==> src/rtl/ctrl_pkg.sv <==
// ============================================================================
//  Module      : ctrl_pkg
//  Description : Shared opcode, accumulator-select, ALU opcode, FSM state and
//                instruction-class definitions for the acc_sequencer block.
//  Revision    : 1.0 - initial release
// ============================================================================
`default_nettype none

package ctrl_pkg;

   // Instruction opcodes (instruction bits [7:4])
   localparam logic [3:0] OP_NOP = 4'h0;
   localparam logic [3:0] OP_LDI = 4'h1;
   localparam logic [3:0] OP_LDR = 4'h2;
   localparam logic [3:0] OP_STR = 4'h3;
   localparam logic [3:0] OP_ADD = 4'h4;
   localparam logic [3:0] OP_SUB = 4'h5;
   localparam logic [3:0] OP_AND = 4'h6;
   localparam logic [3:0] OP_OR  = 4'h7;
   localparam logic [3:0] OP_XOR = 4'h8;
   localparam logic [3:0] OP_NOT = 4'h9;
   localparam logic [3:0] OP_JMP = 4'hA;
   localparam logic [3:0] OP_JZ  = 4'hB;
   localparam logic [3:0] OP_HLT = 4'hF;

   // Accumulator select codes
   localparam logic [1:0] SEL_REG = 2'b10;   // mux <- register (also the idle code)
   localparam logic [1:0] SEL_IMM = 2'b11;   // mux <- imm
   localparam logic [1:0] LD_MUX  = 2'b00;   // acc <- mux
   localparam logic [1:0] LD_ALU  = 2'b01;   // acc <- ALU

   // ALU opcodes
   localparam logic [2:0] ALU_ADD = 3'b000;
   localparam logic [2:0] ALU_SUB = 3'b001;
   localparam logic [2:0] ALU_AND = 3'b010;
   localparam logic [2:0] ALU_OR  = 3'b011;
   localparam logic [2:0] ALU_XOR = 3'b100;
   localparam logic [2:0] ALU_NOT = 3'b101;

   typedef enum logic [3:0] {
      ST_FETCH  = 4'd0,
      ST_DECODE = 4'd1,
      ST_SELECT = 4'd2,
      ST_LOAD   = 4'd3,
      ST_EXEC   = 4'd4,
      ST_WRITE  = 4'd5,
      ST_FETCH2 = 4'd6,
      ST_TARGET = 4'd7,
      ST_HALT   = 4'd8
   } state_t;

   typedef enum logic [3:0] {
      CL_NOP = 4'd0,
      CL_LDI = 4'd1,
      CL_LDR = 4'd2,
      CL_STR = 4'd3,
      CL_ALU = 4'd4,
      CL_NOT = 4'd5,
      CL_JMP = 4'd6,
      CL_JZ  = 4'd7,
      CL_HLT = 4'd8,
      CL_ILL = 4'd9
   } iclass_t;

endpackage

`default_nettype wire

==> src/rtl/instr_decoder.sv <==
// ============================================================================
//  Module      : instr_decoder
//  Description : Combinational opcode decode into instruction class and the
//                ALU opcode used by the EXEC step.
//  Revision    : 1.0 - initial release
// ============================================================================
`default_nettype none

module instr_decoder
   import ctrl_pkg::*;
(
   input  logic [3:0] i_opcode,
   output iclass_t    o_class,
   output logic [2:0] o_alu_op
);

   // Opcode to class / ALU operation map
   always_comb begin
      o_class  = CL_NOP;
      o_alu_op = ALU_ADD;
      case (i_opcode)
         OP_NOP: o_class = CL_NOP;
         OP_LDI: o_class = CL_LDI;
         OP_LDR: o_class = CL_LDR;
         OP_STR: o_class = CL_STR;
         OP_ADD: begin o_class = CL_ALU; o_alu_op = ALU_ADD; end
         OP_SUB: begin o_class = CL_ALU; o_alu_op = ALU_SUB; end
         OP_AND: begin o_class = CL_ALU; o_alu_op = ALU_AND; end
         OP_OR:  begin o_class = CL_ALU; o_alu_op = ALU_OR;  end
         OP_XOR: begin o_class = CL_ALU; o_alu_op = ALU_XOR; end
         OP_NOT: begin o_class = CL_NOT; o_alu_op = ALU_NOT; end
         OP_JMP: o_class = CL_JMP;
         OP_JZ:  o_class = CL_JZ;
         OP_HLT: o_class = CL_HLT;
         default: o_class = CL_ILL;   // C, D, E
      endcase
   end

endmodule

`default_nettype wire

==> src/rtl/acc_sequencer.sv <==
// ============================================================================
//  Module      : acc_sequencer
//  Description : Multi-cycle fetch/decode/execute sequencer driving the
//                accumulator, register-file and ALU controls of the 8-bit
//                processor. All control outputs are registered.
//  Config      : ACC_SEQ_ILLEGAL_TRAP_EN - when defined, opcodes C..E halt the
//                sequencer and set the sticky illegal flag; otherwise they
//                behave as NOP and illegal is tied low.
//  Revision    : 1.0 - initial release
// ============================================================================
`default_nettype none

module acc_sequencer
   import ctrl_pkg::*;
#(
   parameter int PC_W = 8
) (
   input  logic            clk,
   input  logic            clb,
   output logic [PC_W-1:0] imem_addr,
   input  logic [7:0]      imem_data,
   input  logic            acc_zero,
   output logic [1:0]      sel_acc,
   output logic            load_acc,
   output logic [3:0]      imm,
   output logic [3:0]      reg_addr,
   output logic            reg_we,
   output logic [2:0]      alu_op,
   output logic            halted,
   output logic            illegal
);

   state_t          r_state;
   logic [PC_W-1:0] r_pc;
   logic [7:0]      r_ir;
   logic [1:0]      r_sel_acc;
   logic            r_load_acc;
   logic [3:0]      r_imm;
   logic [3:0]      r_reg_addr;
   logic            r_reg_we;
   logic [2:0]      r_alu_op;
   logic            r_halted;

   logic [7:0]      w_instr;
   logic [3:0]      w_operand;
   iclass_t         w_class;
   logic [2:0]      w_alu_op;
   logic            w_taken;

   // In DECODE the instruction is still on the memory bus; afterwards use the latched copy
   assign w_instr   = (r_state == ST_DECODE) ? imem_data : r_ir;
   assign w_operand = w_instr[3:0];
   assign w_taken   = (w_class == CL_JMP) || acc_zero;

   instr_decoder u_instr_decoder (
      .i_opcode (w_instr[7:4]),
      .o_class  (w_class),
      .o_alu_op (w_alu_op)
   );

`ifdef ACC_SEQ_ILLEGAL_TRAP_EN
   logic r_illegal;

   // Sticky illegal-opcode flag, cleared only by reset
   always_ff @(posedge clk or negedge clb) begin
      if (!clb)
         r_illegal <= 1'b0;
      else if (r_state == ST_DECODE && w_class == CL_ILL)
         r_illegal <= 1'b1;
   end

   assign illegal = r_illegal;
`else
   assign illegal = 1'b0;
`endif

   // Sequencer FSM; outputs are registered with the values of the state being entered
   always_ff @(posedge clk or negedge clb) begin
      if (!clb) begin
         r_state    <= ST_FETCH;
         r_pc       <= '0;
         r_ir       <= 8'h00;
         r_sel_acc  <= SEL_REG;
         r_load_acc <= 1'b0;
         r_imm      <= 4'h0;
         r_reg_addr <= 4'h0;
         r_reg_we   <= 1'b0;
         r_alu_op   <= ALU_ADD;
         r_halted   <= 1'b0;
      end else begin
         // idle values unless the next state drives them
         r_sel_acc  <= SEL_REG;
         r_load_acc <= 1'b0;
         r_imm      <= 4'h0;
         r_reg_addr <= 4'h0;
         r_reg_we   <= 1'b0;
         r_alu_op   <= ALU_ADD;
         case (r_state)
            ST_FETCH: r_state <= ST_DECODE;
            ST_DECODE: begin
               r_ir <= imem_data;
               r_pc <= r_pc + PC_W'(1);
               case (w_class)
                  CL_LDI: begin
                     r_state   <= ST_SELECT;
                     r_sel_acc <= SEL_IMM;
                     r_imm     <= w_operand;
                  end
                  CL_LDR, CL_ALU: begin
                     r_state    <= ST_SELECT;
                     r_sel_acc  <= SEL_REG;
                     r_reg_addr <= w_operand;
                  end
                  CL_NOT: begin
                     r_state    <= ST_EXEC;
                     r_sel_acc  <= LD_ALU;
                     r_load_acc <= 1'b1;
                     r_alu_op   <= w_alu_op;
                     r_reg_addr <= w_operand;
                  end
                  CL_STR: begin
                     r_state    <= ST_WRITE;
                     r_reg_we   <= 1'b1;
                     r_reg_addr <= w_operand;
                  end
                  CL_JMP, CL_JZ: r_state <= ST_FETCH2;
                  CL_HLT: begin
                     r_state  <= ST_HALT;
                     r_halted <= 1'b1;
                  end
`ifdef ACC_SEQ_ILLEGAL_TRAP_EN
                  CL_ILL: begin
                     r_state  <= ST_HALT;
                     r_halted <= 1'b1;
                  end
`else
                  CL_ILL: r_state <= ST_FETCH;
`endif
                  default: r_state <= ST_FETCH;
               endcase
            end
            ST_SELECT: begin
               if (w_class == CL_LDI || w_class == CL_LDR) begin
                  r_state    <= ST_LOAD;
                  r_sel_acc  <= LD_MUX;
                  r_load_acc <= 1'b1;
               end else begin
                  r_state    <= ST_EXEC;
                  r_sel_acc  <= LD_ALU;
                  r_load_acc <= 1'b1;
                  r_alu_op   <= w_alu_op;
                  r_reg_addr <= w_operand;
               end
            end
            ST_LOAD, ST_EXEC, ST_WRITE: r_state <= ST_FETCH;
            ST_FETCH2: r_state <= ST_TARGET;
            ST_TARGET: begin
               r_pc    <= w_taken ? PC_W'(imem_data) : r_pc + PC_W'(1);
               r_state <= ST_FETCH;
            end
            ST_HALT: r_state <= ST_HALT;
            default: r_state <= ST_FETCH;
         endcase
      end
   end

   assign imem_addr = r_pc;
   assign sel_acc   = r_sel_acc;
   assign load_acc  = r_load_acc;
   assign imm       = r_imm;
   assign reg_addr  = r_reg_addr;
   assign reg_we    = r_reg_we;
   assign alu_op    = r_alu_op;
   assign halted    = r_halted;

endmodule

`default_nettype wire

==> config.mk <==
export PLATFORM = sky130hd
export DESIGN_NAME = acc_sequencer
export DESIGN_NICKNAME = d
export VERILOG_FILES = /design/src/rtl/ctrl_pkg.sv /design/src/rtl/instr_decoder.sv /design/src/rtl/acc_sequencer.sv
export SDC_FILE = /design/constraint.sdc
export NUM_CORES = 1
export LEC_CHECK = 0
export ABC_AREA = 1
export ABC_CLOCK_PERIOD_IN_PS = 1700
export CORE_ASPECT_RATIO = 1.75
export CORE_MARGIN = 3
export CORE_UTILIZATION = 32
export DETAILED_ROUTE_END_ITERATION = 12
export HOLD_SLACK_MARGIN = 0.1
export PLACE_DENSITY_LB_ADDON = 0.1
export RECOVER_POWER = 100
export SYNTH_ARGS = -nofsm -noshare
export SYNTH_HDL_FRONTEND = slang
export SYNTH_SLANG_ARGS = --single-unit
==> constraint.sdc <==
create_clock -name clk -period 1.7 [get_ports clk]
set_input_delay 0.255 -clock clk [delete_from_list [all_inputs] [get_ports clk]]
set_output_delay 0.255 -clock clk [all_outputs]
set_load 0.02 [all_outputs]
==> reports/results.txt, run 1 <==
Hold Crit Class - reg2reg
TritonCTS buffer count - 5
Buffer levels on the longest clock path - 2
Clk_lat worst skew - 0.29 ns
Die area - 6680 um^2
CTS Sinks - 36
First-pass GRT wire length - 7.87 mm
Failing checks - setup timing
Post-route cell area - 2750 um^2
Max cap viols - 0
Arrival time worst endpoint - 1.90 ns
Outcome - finished with violations
Slew of the pin with the lowest slew margin - 0.910 ns
Initial antenna violation count - 0
Clock transition at the registers of the reported paths - 0.08 ns
TritonCTS clock tree - yes
Layout cell share with drive strength beyond 1 - 28.2%
Synth cell types - 27
Die H - 106 um
Routed WL per cell - 12.8 um
Worst Setup End Kind - register
Startpoint Class - register
1st-pass router iterations - 4
Minimum clock period - 1.72 ns
Post-synthesis sequential area ratio - 49.4%
# DRC - 0
M1 wire length - 1.84 mm
Routed via count - 1642
Vias in the first global route - 1644
Asr flop ratio synth - 100%
Max Clk Rate - 582 MHz
GR Overflow Total - 0
Top_reg_cell synth - dfrtp_1
Lkg Pwr - 1.40 nW
Area growth from synthesis to layout - 50.5%
Nets - 316
Post-Place Cells - 359
R2R setup slack - -0.02 ns
Post-route insts no fill - 379
Worst reg2reg path depth - 10
Die outline width - 63.1 um
Met2 wire length - 2.80 mm
Highest metal used - met4
Row count - 35
Routed Wire Length - 4.86 mm
Fin. max-slew vios - 0
Worst-path fanout max - 6
I/O Buffers - 34
Synthesized area - 1830 um^2
Syn Inst Count - 224
Worst endpoint required time - 1.88 ns
Starting Density - 33.9%
Synth Area per Inst - 8.15 um^2
Power per cell area - 1970 nW/um^2
WHS Path Cells - 2
Depth of the CTS H-tree - 2
Cell Area, Placed - 2460 um^2
Core Footprint - 5390 um^2
Clock skew - 0.00727 ns
Number of synthesized flops with an enable pin - 0
Met3 WL - 112 um
Number of hold violations in the final report - 0
Critical path class - reg2reg
Worst setup margin - -0.0184 ns
RD Place Congestion - 0.865
Post-DP HPWL - 3.55 mm
Pre-CTS WS - -0.112 ns
Pwr Total - 5.41 mW
Number of DRC markers in iteration 0 - 60
Root Buffer - clkbuf_8
FF+latch count, synth - 36
Tcrit/Tclk final - 101%
Diodes inserted - 0
Max-slew headroom - 39.3%
VDD IR max - 0.883 mV
RSZ-0062 raised after global routing - true
I/O pins - 36
Final setup violation count - 4
Sum Neg Setup Slack - -0.0421 ns
Synth warnings - 0
Largest net degree at the start of global routing - 37
Via density per instance - 4.33
Total track usage - 15.1%
Antenna violation net count after detailed routing - 0
Syn_nets - 236
path summary, 6_finish.rpt:
path / to / startpoint
min reg2reg: halted / halted
min in group asynchronous: imem_addr[6] / clb
max in group asynchronous: imm[3] / clb
max reg2reg: r_state[1] / r_state[2]
min: halted / halted
max: r_state[1] / r_state[2]
report_power, final:
| group | switching (mW) | leakage (nW) | internal, mW |
|---|---|---|---|
| Sequential | 0.177 | 0.463 | 1.15 |
| Clock | 0.325 | 0.0541 | 0.434 |
| Combinational | 1.78 | 0.885 | 1.54 |
worst max-delay path, cell delays in order (launching register included):
cell and delay (ns):
dfrtp_1 0.43, nor2_4 0.21, nand2_4 0.14, nand2_4 0.11, nand2_4 0.08, inv_4 0.07
nor2_4 0.04, o21ai_2 0.23, nor2_1 0.09, nor2_2 0.13, nand2_1 0.07
cells in the mapped netlist, drive strengths merged, types with 2 or more instances:
cell type	n	share of area (%)
nand3	31	8.5
a21oi	3	0.82
buf	4	1.9
nor3	3	0.82
xor2	3	1.4
dfrtp	35	48
nor4	2	0.69
o21ai	9	2.9
inv	36	7.4
nor2	25	7.1
nand2	66	17
layer usage:
layer / global-route usage [%] / vias to the layer above
li1: - / 855
met1: 16.4 / 753
met2: 27.7 / 26
met3: 2.43 / 8
met4: 7.58 / 0
met5: 0 / -
state kept, by name (all words and copies together) (netlist names):
| register | flops |
|---|---|
| imem_addr | 8 |
| r_ir | 8 |
| imm | 4 |
| r_state | 4 |
| reg_addr | 4 |
| alu_op | 3 |
| sel_acc | 2 |
| halted | 1 |
| load_acc | 1 |
| reg_we | 1 |
kinds of logic (layout without fill, tap and decap cells):
family / count (synthesis) / count (layout) / synth area share (%)
xor+xnor: 3 / 3 / 1.44
compound gates: 14 / 14 / 4.52
buf+inv: 40 / 120 / 9.25
other cells: 1 / 1 / 0.205
fa+ha+maj: 1 / 1 / 0.685
flops: 36 / 36 / 49.4
simple gates: 129 / 130 / 34.5
metrics by stage:
stage / hold slack (ns) / utilization, %
detailed placement: 0.334 / 45.6
CTS: 0.478 / 48.1
finish: 0.473 / 51.0
floorplan: -0.0406 / -
global placement: 0.335 / 45.6
global route: 0.508 / 51.0
repair_timing:
item	4_1_cts	5_1_grt
gates cloned	0	1
pin swaps	4	11
setup endpoints to repair	10	24
hold endpoints to repair	35	0
setup buffers	1	9
hold buffers	1	0
resized for setup	1	25
layout make-up:
cell class,count,area (um^2)
Sequential cell,36,902
Multi-Input combinational cell,149,840
Inverter,36,140
Clock buffer,5,68.8
Fill cell,532,2640
Clock inverter,3,42.5
Timing Repair Buffer,76,662
Tap cell,74,92.6
cells in the final DEF (no fill, tap or decap), types with 2 or more instances in the layout:
cell type | netlist | routed
o21ai_1 | 3 | 4
inv_4 | 0 | 2
inv_2 | 3 | 3
o21ai_2 | 2 | 2
clkbuf_2 | 0 | 2
clkbuf_8 | 0 | 5
nor2_1 | 19 | 17
nor2_4 | 4 | 5
xor2_1 | 3 | 3
buf_4 | 3 | 37
nand3_1 | 31 | 28
inv_1 | 33 | 31
nand3_2 | 0 | 3
nand2_2 | 1 | 4
nor2_2 | 2 | 3
dfrtp_1 | 35 | 35
nand2_1 | 59 | 52
buf_6 | 1 | 3
a21oi_1 | 3 | 3
nand2_4 | 5 | 10
o21ai_0 | 4 | 3
nor3_1 | 3 | 3
clkdlybuf4s50_1 | 0 | 33
Note: power is estimated with default switching activity, not from simulation.
==> inputs of run 2 (changes only) <==
- CORE_MARGIN: 3 -> default
==> run 2 against run 1 <==
Effect of this change: the flow finishes with violations (DRC); total power shrank 6.3%; die area shrank 9.9%; via count grew 2.7%.
==> reports/results.txt, run 2 (same netlist as run 1, synthesis figures left out) <==
Area growth from synthesis to layout - 47.8%
I/O Buffers - 34
1st-pass router iterations - 8
Via density per instance - 4.50
Max-slew headroom - 39.1%
Power per cell area - 1880 nW/um^2
TritonCTS clock tree - yes
Initial antenna violation count - 0
Root Buffer - clkbuf_8
Total track usage - 17.1%
Routed WL per cell - 12.7 um
Core Footprint - 5540 um^2
Hold Crit Class - reg2reg
Nets - 310
Seq pwr share - 25.9%
Routed Wire Length - 4.78 mm
Clock transition at the registers of the reported paths - 0.07 ns
Antenna violation net count after detailed routing - 0
Switching power - 2.27 mW
RD Place Congestion - 0.804
Most frequent cells in the layout - nand2_1 (50), dfrtp_1 (35), inv_1 (32), buf_4 (28), nand3_1 (24)
First-pass GRT wire length - 7.58 mm
Worst Setup End Kind - register
Startpoint Class - register
Post-DP HPWL - 3.45 mm
Routed via count - 1687
Sw frac - 44.7%
Critical path class - reg2reg
Pwr Total - 5.07 mW
Arrival time worst endpoint - 1.85 ns
TritonCTS buffer count - 5
Slew of the pin with the lowest slew margin - 0.914 ns
Final Core Density - 48.7%
Row count - 36
Outcome - finished with violations
Minimum clock period - 1.69 ns
Worst-path fanout max - 5
Vias in the first global route - 1698
Failing checks - DRC
Clk_lat worst skew - 0.29 ns
Internal power - 2.80 mW
Lkg Pwr - 1.40 nW
I/O pins - 36
Combinational share of power - 62.4%
Max cap viols - 0
Worst endpoint required time - 1.87 ns
Diodes inserted - 0
Number of hold violations in the final report - 0
Most common cell after layout, fill and taps aside - nand2_1
Depth of the CTS H-tree - 2
Clock skew - 0.00994 ns
CTS Sinks - 36
# DRC - 1
Starting Density - 32.9%
Largest net degree at the start of global routing - 37
RSZ-0062 raised after global routing - true
Fin. max-slew vios - 0
Max Clk Rate - 593 MHz
Buffer levels on the longest clock path - 2
Die outline width - 59.1 um
Die H - 102 um
GR Overflow Total - 0
Tcrit/Tclk final - 99.3%
Layout cell share with drive strength beyond 1 - 27.8%
Clock power share - 11.7%
VDD IR max - 0.853 mV
Final setup violation count - 0
Die area - 6020 um^2
Number of DRC markers in iteration 0 - 61
## run 2: layout make-up
cell class,count,area (um^2)
Clock buffer,7,76.3
Clock inverter,1,5.00
Fill cell,565,2840
Inverter,36,135
Multi-Input combinational cell,149,871
Sequential cell,36,902
Tap cell,76,95.1
Timing Repair Buffer,70,613
## run 2: power by group through the flow
stage	Combinational (mW)	Sequential (mW)	Clock, mW
floorplan	1.42	1.52	0
global placement	2.83	1.34	0
detailed placement	2.85	1.34	0
CTS	3.07	1.32	0.616
global route	3.46	1.35	0.640
finish	3.16	1.32	0.592
## run 2: worst paths after layout
| kind | cells past startpoint | end | slack [ns] | startpoint |
|---|---|---|---|---|
| setup / recovery | 11 | imem_addr[6] | 0.01 | r_state[1] |
| hold / removal | 2 | halted | 0.48 | halted |
| setup reg to reg | 11 | imem_addr[6] | 0.01 | r_state[1] |
| hold reg to reg | 2 | halted | 0.48 | halted |
| max in group asynchronous | 3 | r_state[2] | 0.41 | clb |
| min in group asynchronous | 3 | imm[0] | 0.72 | clb |
## run 2: repair_timing
action / CTS / global route
pin swaps: 7 / 6
buffers inserted: 4 / 2
setup endpoints to repair: 7 / 24
endpoints found under the hold margin: 35 / 0
gates resized for setup: 9 / 19
hold buffers: 1 / 0
gates cloned: 1 / 0
## run 2: metrics by stage
stage | setup slack (ns) | setup TNS [ns] | std cells | instance area (um^2) | hold WS [ns]
final | 0.0124 | 0 | 375 | 2700 | 0.481
after global routing | -0.131 | -1.59 | 375 | 2700 | 0.514
after CTS | -0.0142 | -0.0293 | 373 | 2620 | 0.490
after detailed placement | -0.136 | -1.24 | 359 | 2460 | 0.331
after global placement | -0.116 | -1.15 | 359 | 2460 | 0.331
after floorplan | 0.143 | 0 | 224 | 1830 | -0.0406
## run 2: layer usage
layer,track usage [%],vias to the layer above,routed length (um)
met4,8.61,0,140
met5,0,-,0
met1,16.8,798,1690
met3,3.04,11,123
met2,32.8,35,2830
li1,-,843,-
## run 2: worst max-delay path, stage by stage (launching register included)
cell     delay [ns]
dfrtp_1        0.41
nor2_4         0.19
nand2_4        0.11
buf_12         0.14
nand2_4        0.06
nand2_4        0.06
nor2_4         0.15
nand2_4        0.11
nand2_8        0.10
nand3_1        0.10
nand3_2        0.08
o21ai_1        0.06
==> inputs of run 3 (changes only) <==
- CORE_MARGIN: default -> 4
==> run 3 against run 2 <==
Effect of this change: the flow now finishes without violations; critical path depth increased by 2; final cell count grew 0.53%; sequential power about the same; first-iteration DRC count rose by 15%; non-clock buffer count increased by 2; flip-flop and latch count unchanged; register-to-register slack about the same; sequential share of layout area decreased by 1.2 points.
==> reports/results.txt, run 3 (same netlist as run 1, synthesis figures left out) <==
Outcome - finished clean
R2R setup slack - 0.0005 ns
Layout cell share with drive strength beyond 1 - 29.9%
Max-slew headroom - 40.0%
Final Core Density - 50.5%
RD Place Congestion - 0.835
Antenna violation net count after detailed routing - 0
Arrival time worst endpoint - 1.88 ns
VDD IR max - 0.876 mV
Worst Setup End Kind - register
Routed via count - 1667
Die outline width - 65.1 um
Minimum clock period - 1.70 ns
CTS Sinks - 36
RSZ-0062 raised after global routing - true
First-pass GRT wire length - 7.94 mm
Nets - 312
Power per cell area - 1920 nW/um^2
Most common cell after layout, fill and taps aside - nand2_1
Cell family with most CP delay - simple AND/OR/NAND/NOR gates
Fillers - 559
Number of DRC markers in iteration 0 - 70
Worst reg2reg path depth - 13
Sum Neg Setup Slack - 0 ns
I/O pins - 36
I/O Buffers - 34
Cell Area, Placed - 2440 um^2
Crit-path cells - nor2_4 > nand2_4 > buf_12 > nand2_8 > nand2_8 > nor2_4 > nand2_4 > nand2_8 > nand3_2 > nand2_1 > inv_1 > nand2_1 > nand2_1
Buffer levels on the longest clock path - 2
Root Buffer - clkbuf_8
Die area - 7020 um^2
Startpoint Class - register
1st-pass router iterations - 4
Routed WL per cell - 13.0 um
Area growth from synthesis to layout - 53.3%
Depth of the CTS H-tree - 2
Crit path depth - 13
Row count - 36
Total track usage - 14.9%
Clock skew - 0.00545 ns
Slew of the pin with the lowest slew margin - 0.900 ns
Buf/Inv on CP - 2
WHS Path Cells - 2
Final setup violation count - 0
Hold Crit Class - reg2reg
Via density per instance - 4.42
RR Endpoint - imem_addr[5]
Hold Startpoint - halted
Core Footprint - 5540 um^2
TritonCTS clock tree - yes
Max Clk Rate - 588 MHz
Max cap viols - 0
Routed Wire Length - 4.91 mm
TritonCTS buffer count - 5
Hold path endpoint - halted
Critical path class - reg2reg
Number of hold violations in the final report - 0
Die H - 108 um
Vias in the first global route - 1661
Lkg Pwr - 1.39 nW
Diodes inserted - 0
Post-DP HPWL - 3.53 mm
CP peak stage delay - 0.41 ns
Initial antenna violation count - 0
Starting Density - 32.9%
Largest net degree at the start of global routing - 37
Clock transition at the registers of the reported paths - 0.07 ns
# DRC - 0
Clk_lat worst skew - 0.29 ns
Fin. max-slew vios - 0
Worst r2r src - r_state[3]
Worst endpoint required time - 1.88 ns
Post-route cell area - 2800 um^2
Worst hold margin - 0.472 ns
Most frequent cells in the layout - nand2_1 (51), dfrtp_1 (35), clkdlybuf4s50_1 (32), buf_4 (31), inv_1 (30)
Worst path slowest cell - dfrtp_1
Tcrit/Tclk final - 100%
GR Overflow Total - 0
Worst-path fanout max - 6
[run 3: cell count changes in the layout (fill, tap and decap cells not counted), moves of 2 or more]
cell             previous run  this run
nand2_8                     2         4
buf_4                      28        31
clkdlybuf4s50_1            14        32
inv_4                       0         2
clkbuf_2                    3         1
nand2_2                     9         6
inv_1                      32        30
dlygate4sd3_1              20         1
nor2_1                     18        16
buf_6                       1         3
[run 3: worst reg2reg max path, delay by kind of cell, from the launching register on]
family | cells | cell delay (ns)
buf+inv | 2 | 0.18
flops | 1 | 0.41
simple gates | 11 | 1.00
[run 3: repair_timing]
action / 4_1_cts / 5_1_grt
pin swaps: 4 / 18
gates resized for setup: 8 / 36
gates cloned: 1 / 0
buffers inserted: 1 / 9
setup endpoints to repair: 12 / 23
hold endpoints to repair: 35 / 0
hold buffers: 1 / 0
[run 3: worst max-delay path by stage]
| stage | startpoint | end | slack, ns |
|---|---|---|---|
| after global routing | r_state[3] | imem_addr[5] | -0.12 |
| after floorplan | r_state[3] | imem_addr[5] | 0.14 |
| final | r_state[3] | imem_addr[5] | 0.0005 |
| after detailed placement | imem_data[6] | r_state[0] | -0.15 |
| after global placement | imem_data[5] | r_state[1] | -0.12 |
| after CTS | r_state[0] | imem_addr[6] | 0.0002 |
[run 3: layer usage]
metal  GRT usage (%)  vias up  wire length, um
li1                -      852                -
met1            16.1      790             1800
met2            28.0       19             2910
met3            2.72        6              125
met4            5.79        0               75
met5               0        -                0
[run 3: cell type report]
cell class / count / area (um^2) / share of cell area, %
clock buffer: 7 / 76.3 / 2.73
clock inverter: 1 / 5.00 / 0.179
tap: 76 / 95.1 / 3.40
sequential: 36 / 902 / 32.2
multi-input combinational: 149 / 920 / 32.9
timing repair buffer: 72 / 659 / 23.6
inverter: 36 / 140 / 5.01
[run 3: report_power, final]
part,internal (mW),switching [mW],leakage [nW]
Combinational,1.58,1.88,0.881
Clock,0.288,0.301,0.0422
Sequential,1.15,0.182,0.463
[run 3: through the flow]
stage                     total power [mW]  setup WS, ns  std cells
final                                 5.37      0.000457        377
after global routing                  5.82        -0.116        377
after CTS                             4.90      0.000230        368
after detailed placement              4.15        -0.149        357
after global placement                4.14        -0.116        357
after floorplan                       2.94         0.143        224
